===== config.mk =====
export PLATFORM = sky130hd
export DESIGN_NAME = serial_word_deserializer_flat
export DESIGN_NICKNAME = d
export VERILOG_FILES = /design/src/rtl/serial_word_if.sv /design/src/rtl/serial_word_deserializer.sv /design/src/flat_wrapper.sv
export SDC_FILE = /design/constraint.sdc
export NUM_CORES = 1
export LEC_CHECK = 0
export ABC_CLOCK_PERIOD_IN_PS = 1120
export CORE_MARGIN = 5
export CORE_UTILIZATION = 44
export DETAILED_ROUTE_END_ITERATION = 7
export GPL_TIMING_DRIVEN = 0
export PLACE_DENSITY = 0.85
export SLEW_MARGIN = 20
export SYNTH_ARGS = -nofsm -noshare
export SYNTH_HDL_FRONTEND = slang
export SYNTH_SLANG_ARGS = --single-unit

===== constraint.sdc =====
create_clock -name clk -period 1.12 [get_ports clk]
set_input_delay 0.168 -clock clk [delete_from_list [all_inputs] [get_ports clk]]
set_output_delay 0.168 -clock clk [all_outputs]
set_load 0.01 [all_outputs]

===== src/rtl/serial_word_if.sv =====
// serial_word_if: serial bit input and valid/ready word output of the deserializer
interface serial_word_if #(
    parameter int WIDTH = 8
);
    localparam int CW = $clog2(WIDTH);

    logic             d_in;
    logic             d_en;
    logic [WIDTH-1:0] word_out;
    logic             word_valid;
    logic             word_ready;
    logic [CW-1:0]    bit_count;
    logic             overflow;

    modport master (
        input  d_in, d_en, word_ready,
        output word_out, word_valid, bit_count, overflow
    );

    modport slave (
        output d_in, d_en, word_ready,
        input  word_out, word_valid, bit_count, overflow
    );
endinterface


===== src/rtl/serial_word_deserializer.sv =====
// serial_word_deserializer: packs serial bits into words behind a one-word valid/ready buffer
module serial_word_deserializer #(
    parameter int WIDTH     = 8,
    parameter bit MSB_FIRST = 1'b1
) (
    input  logic                clk,
    input  logic                rst_n,
    input  logic                clr,
    serial_word_if.master       bus
);
    localparam int CW = $clog2(WIDTH);

    typedef enum logic {EMPTY, FULL} state_t;

    state_t           state_q, state_d;
    logic [WIDTH-1:0] shift_q, shift_d;
    logic [WIDTH-1:0] word_q, word_d;
    logic [CW-1:0]    count_q, count_d;
    logic             ovf_q, ovf_d;
    logic [WIDTH-1:0] shifted;
    logic             done;

    // Next state: shift/count, then buffer load, drop-with-overflow, or drain
    always_comb begin
        shifted = MSB_FIRST ? {shift_q[WIDTH-2:0], bus.d_in} : {bus.d_in, shift_q[WIDTH-1:1]};
        done    = bus.d_en && (count_q == CW'(WIDTH - 1));
        state_d = state_q;
        shift_d = shift_q;
        count_d = count_q;
        word_d  = word_q;
        ovf_d   = ovf_q;
        if (clr) begin
            state_d = EMPTY;
            shift_d = '0;
            count_d = '0;
            word_d  = '0;
            ovf_d   = 1'b0;
        end else begin
            if (bus.d_en) begin
                shift_d = shifted;
                count_d = done ? '0 : count_q + CW'(1);
            end
            if (done && (state_q == EMPTY || bus.word_ready)) begin
                word_d  = shifted;
                state_d = FULL;
            end else if (done) begin
                ovf_d = 1'b1;
            end else if (state_q == FULL && bus.word_ready) begin
                state_d = EMPTY;
            end
        end
    end

    // Register all state; async reset discards any partial or buffered word
    always_ff @(posedge clk or negedge rst_n) begin
        if (!rst_n) begin
            state_q <= EMPTY;
            shift_q <= '0;
            count_q <= '0;
            word_q  <= '0;
            ovf_q   <= 1'b0;
        end else begin
            state_q <= state_d;
            shift_q <= shift_d;
            count_q <= count_d;
            word_q  <= word_d;
            ovf_q   <= ovf_d;
        end
    end

    assign bus.word_out   = word_q;
    assign bus.word_valid = (state_q == FULL);
    assign bus.bit_count  = count_q;
    assign bus.overflow   = ovf_q;
endmodule


===== src/flat_wrapper.sv =====
// flat-port wrapper written by rule: the top's interface ports become plain ports
module serial_word_deserializer_flat 
#(
    parameter int WIDTH     = 8,
    parameter bit MSB_FIRST = 1'b1
)
  (clk, rst_n, clr, bus_d_in, bus_d_en, bus_word_ready, bus_word_out, bus_word_valid, bus_bit_count, bus_overflow);
  serial_word_if #(.WIDTH(WIDTH)) bus_i ();
  input  logic clk;
  input  logic rst_n;
  input  logic clr;
  input wire logic [$bits(bus_i.d_in)-1:0] bus_d_in;
  input wire logic [$bits(bus_i.d_en)-1:0] bus_d_en;
  input wire logic [$bits(bus_i.word_ready)-1:0] bus_word_ready;
  output wire logic [$bits(bus_i.word_out)-1:0] bus_word_out;
  output wire logic [$bits(bus_i.word_valid)-1:0] bus_word_valid;
  output wire logic [$bits(bus_i.bit_count)-1:0] bus_bit_count;
  output wire logic [$bits(bus_i.overflow)-1:0] bus_overflow;
  assign bus_i.d_in = bus_d_in;
  assign bus_i.d_en = bus_d_en;
  assign bus_i.word_ready = bus_word_ready;
  assign bus_word_out = bus_i.word_out;
  assign bus_word_valid = bus_i.word_valid;
  assign bus_bit_count = bus_i.bit_count;
  assign bus_overflow = bus_i.overflow;
  serial_word_deserializer #(.WIDTH(WIDTH), .MSB_FIRST(MSB_FIRST)) u_core (.clk(clk), .rst_n(rst_n), .clr(clr), .bus(bus_i));
endmodule

==> flow_metrics.env, run 1 <==
export IMPL_power_density_nw_per_um2=1050
export IMPL_synth_yosys_seq_area_share=0.536
export IMPL_numCtsBuffers=3
export IMPL_drtIter0Drc=4
export IMPL_cts_root_buf="clkbuf_4"
export IMPL_ir_worst_vdd_mv=0.724
export IMPL_synthCells=80
export IMPL_crit_type="flip-flop to flip-flop"
export IMPL_cp_arrival_ns=1.53
export IMPL_regArea_um2=500
export IMPL_dp_cells=124
export IMPL_setup_slack_ns=-0.183
export IMPL_relSlewSlack=0.416
export IMPL_drc=0
export IMPL_violations="setup timing"
export IMPL_grt_max_degree=21
export IMPL_drv_slew=0
export IMPL_synth_area_leaders="dfrtp_1 (54%), mux2i_1 (17%), nand2b_1 (11%), nor2_1 (4.4%), ha_1 (2.7%)"
export IMPL_drt_wl_total_um=1820
export IMPL_pre_cts_slack_ns=-0.311
export IMPL_stdcell_count=138
export IMPL_synth_top_area_share=0.536
export IMPL_syn_nets=88
export IMPL_initial_core_util=0.466
export IMPL_fmax_mhz=767
export IMPL_globalplace_congestion=0.692
export IMPL_io_pins=19
export IMPL_fillers=170
export IMPL_clk_pin_slew_ns=0.11
export IMPL_fp_dieW_um=56.1
export IMPL_viasPerCell=4.75
export IMPL_fin_util=0.616
export IMPL_portBuffers=17
export IMPL_drv_cap=0
export IMPL_synth_cell_types=16
export IMPL_drtPass1Iterations=4
export IMPL_finalCriticalPeriod_ns=1.30
export IMPL_multi_input_area_um2=435
export IMPL_synth_seq_cells=20
export IMPL_clock_latency_ns=0.30
export IMPL_yosys_warnings=0
export IMPL_syn_to_final_growth_pct=32.0
export IMPL_cp_end_kind="flip-flop"
export IMPL_coreArea_um2=2000
export IMPL_final_nets=120
export IMPL_hold_violations=0
export IMPL_critPathMaxFanout=8
export IMPL_antenna_found_initial=0
export IMPL_wl_per_cell_um=13.2
export IMPL_worst_pin_slew_ns=0.873
export IMPL_status="complete, but fails checks"
export IMPL_path_cells="ha_2 > ha_4 > nand2_4 > nor2_8 > mux2i_1"
export IMPL_drive_gt1_frac=0.351
export IMPL_n_antenna_cell=0
export IMPL_fin_skew_ns=0.0105
export IMPL_period_share=1.16
export IMPL_dpl_hpwl_um=1210
export IMPL_placementRows=16
export IMPL_cp_required_ns=1.34
export IMPL_cts_buffer_depth=2
export IMPL_rsz0062_at_grt="yes"
export IMPL_grt_pass1_vias=676
export IMPL_max_stage_delay_ns=0.39
export IMPL_htree_levels=1
export IMPL_overflow=0
export IMPL_cts_tree="yes"
export IMPL_setup_violations=13
export IMPL_slowest_stage="dfrtp_1"
export IMPL_netlist_area_um2=933
export IMPL_yosysTopAreaCell="dfrtp_1"
export IMPL_fin_setup_tns_ns=-1.94
export IMPL_cts_hold_buf=0
export IMPL_avgSynthCellArea_um2=11.7
export IMPL_die_h_um=56.1
export IMPL_hp_class="primary input to flip-flop"
export IMPL_vias=656
export IMPL_gr_usage_all_layers=0.120
export IMPL_dieArea_um2=3140
export IMPL_antenna_left=0
export IMPL_grt_pass1_wl_um=2980
export IMPL_cp_start_kind="flip-flop"
export IMPL_p_leak_nw=0.601
export IMPL_cts_sinks=20
==> registers in the layout, summed over array words and instances, names as in the netlist <==
name and flops:
u_core.bus.bit_count 3, u_core.bus.overflow 1, u_core.bus.word_out 8, u_core.bus.word_valid 1, u_core.shift_q 7
==> per-layer routing <==
metal  vias up  track usage  wire [um]
met5         -            0          0
met4         0       0.0610         22
met3         2       0.0371         90
met2        16        0.209        906
met1       315        0.131        795
li1        323            -          -
==> cell type report <==
class                      instances  share of cell area
sequential                        20               0.406
inverter                           1             0.00305
buffer                             4              0.0213
tap                               27              0.0274
multi-input combinational         55               0.353
clock buffer                       4              0.0294
timing repair buffer              27               0.159
==> synthesized netlist by cell type <==
cell type,n
a21oi_1,3
a31oi_1,1
and2b_4,1
buf_2,3
buf_6,1
dfrtp_1,20
ha_1,2
inv_1,1
mux2i_1,16
nand2_1,1
nand2_2,1
nand2b_1,16
nand3b_1,1
nor2_1,11
nor2_8,1
nor3b_1,1
==> worst max-delay path: cells and delay by family, from the launching register on <==
kind	cells	cell delay [ns]
adders and majority gates	2	0.36
DFF	1	0.39
muxes	1	0.22
and+or+nand+nor	2	0.25
==> cell usage in the layout (no fill, tap or decap) <==
cell             synthesis  routed
ha_2                     0       1
buf_2                    3       4
nand3b_1                 1       1
buf_4                    0       9
nor2_1                  11      11
ha_4                     0       1
clkbuf_2                 0      10
a21oi_1                  3       1
nand2_1                  1       1
nand2b_1                16      16
nand2_4                  0       1
a31oi_1                  1       1
nor2_8                   1       1
nor3b_2                  0       1
inv_1                    1       1
a21oi_2                  0       2
dfrtp_1                 20      20
clkbuf_8                 0       1
clkdlybuf4s50_1          0       4
and2b_4                  1       1
clkbuf_4                 0       3
mux2i_1                 16      16
buf_6                    1       4
==> report_power, final <==
| part | total (mW) | internal, mW | switching (mW) |
|---|---|---|---|
| logic | 0.134 | 0.0707 | 0.0638 |
| registers | 0.739 | 0.732 | 0.00744 |
| clock network | 0.415 | 0.198 | 0.217 |
==> kinds of logic (layout without fill, tap and decap cells) <==
group                    after synthesis  after routing  synth area share
AO/OA/AOI/OAI                          4              4            0.0228
adder cells (fa/ha/maj)                2              2            0.0268
buffers and inverters                  5             36            0.0322
flip-flops                            20             20             0.536
multiplexers                          16             16             0.172
AND/OR/NAND/NOR                       33             33             0.210
==> repair_timing <==
| action | 4_1_cts | 5_1_grt |
|---|---|---|
| hold endpoints to repair | 0 | 0 |
| resized for setup | 35 | 13 |
| pin swaps | 4 | 0 |
| endpoints found under the setup margin | 23 | 26 |
| setup buffers | 9 | 2 |
==> stage by stage <==
step	power, mW	cell area, um^2	hold WS, ns
5_1_grt	1.35	1230	0.263
6_report	1.29	1230	0.227
4_1_cts	1.30	1270	0.230
3_5_place_dp	0.868	1160	0.487
2_1_floorplan	0.812	953	-0.128
3_3_place_gp	0.863	1160	0.477
==> final timing paths <==
check	cells past startpoint	to	slack [ns]	from
hold / removal	3	u_core.bus.word_out[3]$_DFFE_PN0P_	0.23	clr
setup / recovery	5	u_core.bus.word_out[6]$_DFFE_PN0P_	-0.18	u_core.bus.bit_count[0]$_DFFE_PN0P_
min in group asynchronous	1	u_core.bus.bit_count[0]$_DFFE_PN0P_	0.35	rst_n
setup reg to reg	5	u_core.bus.word_out[6]$_DFFE_PN0P_	-0.18	u_core.bus.bit_count[0]$_DFFE_PN0P_
hold reg to reg	2	u_core.bus.overflow$_DFFE_PN0P_	0.52	u_core.bus.overflow$_DFFE_PN0P_
max in group asynchronous	1	u_core.shift_q[4]$_DFFE_PN0P_	0.23	rst_n
(Power assumes the default switching activity.)
==> run 2, diff against run 1 <==
--- a/config.mk
+++ b/config.mk
@@ -6,8 +6,10 @@
 export NUM_CORES = 1
 export LEC_CHECK = 0
 export ABC_CLOCK_PERIOD_IN_PS = 1120
+export CELL_PAD_IN_SITES_DETAIL_PLACEMENT = 0
+export CELL_PAD_IN_SITES_GLOBAL_PLACEMENT = 2
 export CORE_MARGIN = 5
-export CORE_UTILIZATION = 44
+export CORE_UTILIZATION = 29
 export DETAILED_ROUTE_END_ITERATION = 7
 export GPL_TIMING_DRIVEN = 0
 export PLACE_DENSITY = 0.85
==> run 2 against run 1 <==
  * The flow finishes with violations (hold timing, setup timing)
  * Hold slack got worse by 0.24 ns
  * First-iteration DRC count grew to 2.5 times the previous value
  * Sequential power is essentially flat
  * Die area grew 42%
  * Non-clock buffer count shrank 1
  * Sequential cell count unchanged
  * Via count increased by 1.8%
  * Power fell by 6.0%
  * Count of clock-buffer cells in the layout decreased by 1
  * Global-route usage is 1.9 points lower
  * Sequential share of layout area fell by 0.61 points
  * Wire length up 6.0%
  * Critical path type unchanged
==> flow_metrics.env, run 2 (synthesis results as in run 1) <==
export IMPL_drv_slew=0
export IMPL_gr_usage_all_layers=0.101
export IMPL_drc=0
export IMPL_status="complete, but fails checks"
export IMPL_fin_area_um2=1250
export IMPL_cp_arrival_ns=1.51
export IMPL_dpl_hpwl_um=1230
export IMPL_fin_hold_ws_ns=-0.0141
export IMPL_htree_levels=1
export IMPL_initial_core_util=0.303
export IMPL_fin_skew_ns=0.00399
export IMPL_power_frac_comb=0.114
export IMPL_viasPerCell=4.37
export IMPL_power_density_nw_per_um2=968
export IMPL_cp_start_kind="flip-flop"
export IMPL_cts_buffer_depth=2
export IMPL_cp_required_ns=1.35
export IMPL_dieArea_um2=4450
export IMPL_grt_pass1_wl_um=3440
export IMPL_cts_root_buf="clkbuf_4"
export IMPL_globalplace_congestion=0.758
export IMPL_rsz0062_at_grt="yes"
export IMPL_fin_setup_tns_ns=-1.78
export IMPL_crit_type="flip-flop to flip-flop"
export IMPL_cts_sinks=20
export IMPL_intPower_mw=0.927
export IMPL_antenna_left=0
export IMPL_power_frac_seq=0.610
export IMPL_finalCriticalPeriod_ns=1.28
export IMPL_p_sw_mw=0.284
export IMPL_coreArea_um2=3080
export IMPL_grt_max_degree=21
export IMPL_relSlewSlack=0.387
export IMPL_numCtsBuffers=3
export IMPL_final_cell_mix="dfrtp_1 (20), mux2i_1 (16), nand2b_1 (16)"
export IMPL_ir_worst_vdd_mv=0.629
export IMPL_fp_dieW_um=66.7
export IMPL_setup_slack_ns=-0.162
export IMPL_drive_gt1_frac=0.339
export IMPL_syn_to_final_growth_pct=34.0
export IMPL_fillers=308
export IMPL_hold_violations=20
export IMPL_r2r_slack_ns=-0.16
export IMPL_swShare=0.234
export IMPL_wl_per_cell_um=12.6
export IMPL_r2r_end="u_core.bus.word_out[4]$_DFFE_PN0P_"
export IMPL_clock_latency_ns=0.30
export IMPL_violations="hold timing, setup timing"
export IMPL_worstSetupStartpoint="u_core.bus.bit_count[1]$_DFFE_PN0P_"
export IMPL_hp_class="primary input to async pin"
export IMPL_vias=668
export IMPL_grt_pass1_vias=696
export IMPL_portBuffers=17
export IMPL_antenna_found_initial=0
export IMPL_drt_wl_total_um=1920
export IMPL_layout_commonest_cell="dfrtp_1"
export IMPL_place_area_um2=1180
export IMPL_io_pins=19
export IMPL_critPathCapture="u_core.bus.word_out[4]$_DFFE_PN0P_"
export IMPL_final_nets=119
export IMPL_drtIter0Drc=10
export IMPL_cp_end_kind="flip-flop"
export IMPL_worst_pin_slew_ns=0.918
export IMPL_cts_tree="yes"
export IMPL_drv_cap=0
export IMPL_reg2regPathDepth=5
export IMPL_overflow=0
export IMPL_power_mw=1.21
export IMPL_p_leak_nw=0.599
export IMPL_setup_violations=13
export IMPL_p_clk_frac=0.276
export IMPL_placementRows=20
export IMPL_n_antenna_cell=0
export IMPL_clk_pin_slew_ns=0.11
export IMPL_drtPass1Iterations=4
export IMPL_period_share=1.15
export IMPL_critPathMaxFanout=8
export IMPL_fmax_mhz=780
export IMPL_reg2reg_from="u_core.bus.bit_count[1]$_DFFE_PN0P_"
export IMPL_largest_reg_flops=8
export IMPL_die_h_um=66.7
## run 2: timing repair
item / CTS / global route
pin swaps: 3 / 3
gates resized for setup: 35 / 17
hold buffers: 0 / 0
endpoints found under the setup margin: 23 / 50
setup buffers: 7 / 3
## run 2: layer usage
metal,GRT usage,vias up,share of wire
li1,-,322,-
met1,0.135,325,0.48
met2,0.160,19,0.46
met3,0.0320,2,0.051
met4,0.0228,0,0.0052
met5,0,-,0
## run 2: cell type report
type | instances | area [um^2] | area share
buffer | 4 | 26.3 | 0.0210
clock buffer | 3 | 22.5 | 0.0180
inverter | 1 | 3.75 | 0.00300
multi-input combinational | 55 | 438 | 0.350
sequential | 20 | 500 | 0.400
tap | 44 | 55.1 | 0.0440
timing repair buffer | 26 | 205 | 0.164
## run 2: power groups by stage
| stage | logic, mW | clock network (mW) | registers (mW) |
|---|---|---|---|
| 2_1_floorplan | 0.0557 | 0 | 0.756 |
| 3_3_place_gp | 0.113 | 0 | 0.754 |
| 3_5_place_dp | 0.116 | 0 | 0.755 |
| 4_1_cts | 0.131 | 0.358 | 0.738 |
| 5_1_grt | 0.152 | 0.396 | 0.741 |
| 6_report | 0.138 | 0.334 | 0.739 |
## run 2: worst min path at each step
| stage | startpoint | endpoint | slack, ns | cells past startpoint |
|---|---|---|---|---|
| floorplan | rst_n | u_core.bus.bit_count[0]$_DFFE_PN0P_ | -0.13 | 0 |
| global placement | u_core.bus.overflow$_DFFE_PN0P_ | u_core.bus.overflow$_DFFE_PN0P_ | 0.49 | 2 |
| detailed placement | u_core.bus.overflow$_DFFE_PN0P_ | u_core.bus.overflow$_DFFE_PN0P_ | 0.50 | 2 |
| CTS | clr | u_core.bus.word_out[6]$_DFFE_PN0P_ | 0.24 | 3 |
| global route | rst_n | u_core.bus.word_out[0]$_DFFE_PN0P_ | 0.06 | 1 |
| finish | rst_n | u_core.bus.word_out[7]$_DFFE_PN0P_ | -0.01 | 1 |
## run 2: critical path, cell delays in order (launching register included)
cell	delay (ns)
dfrtp_1	0.38
ha_2	0.20
ha_4	0.15
nand2_4	0.06
nor2_8	0.20
mux2i_1	0.21
## run 2: per-stage QoR
step,instances,util,worst slack (ns)
CTS,151,0.411,-0.175
global placement,141,0.383,-0.319
finish,153,0.407,-0.162
detailed placement,141,0.383,-0.316
floorplan,80,-,-0.152
global route,153,0.407,-0.276
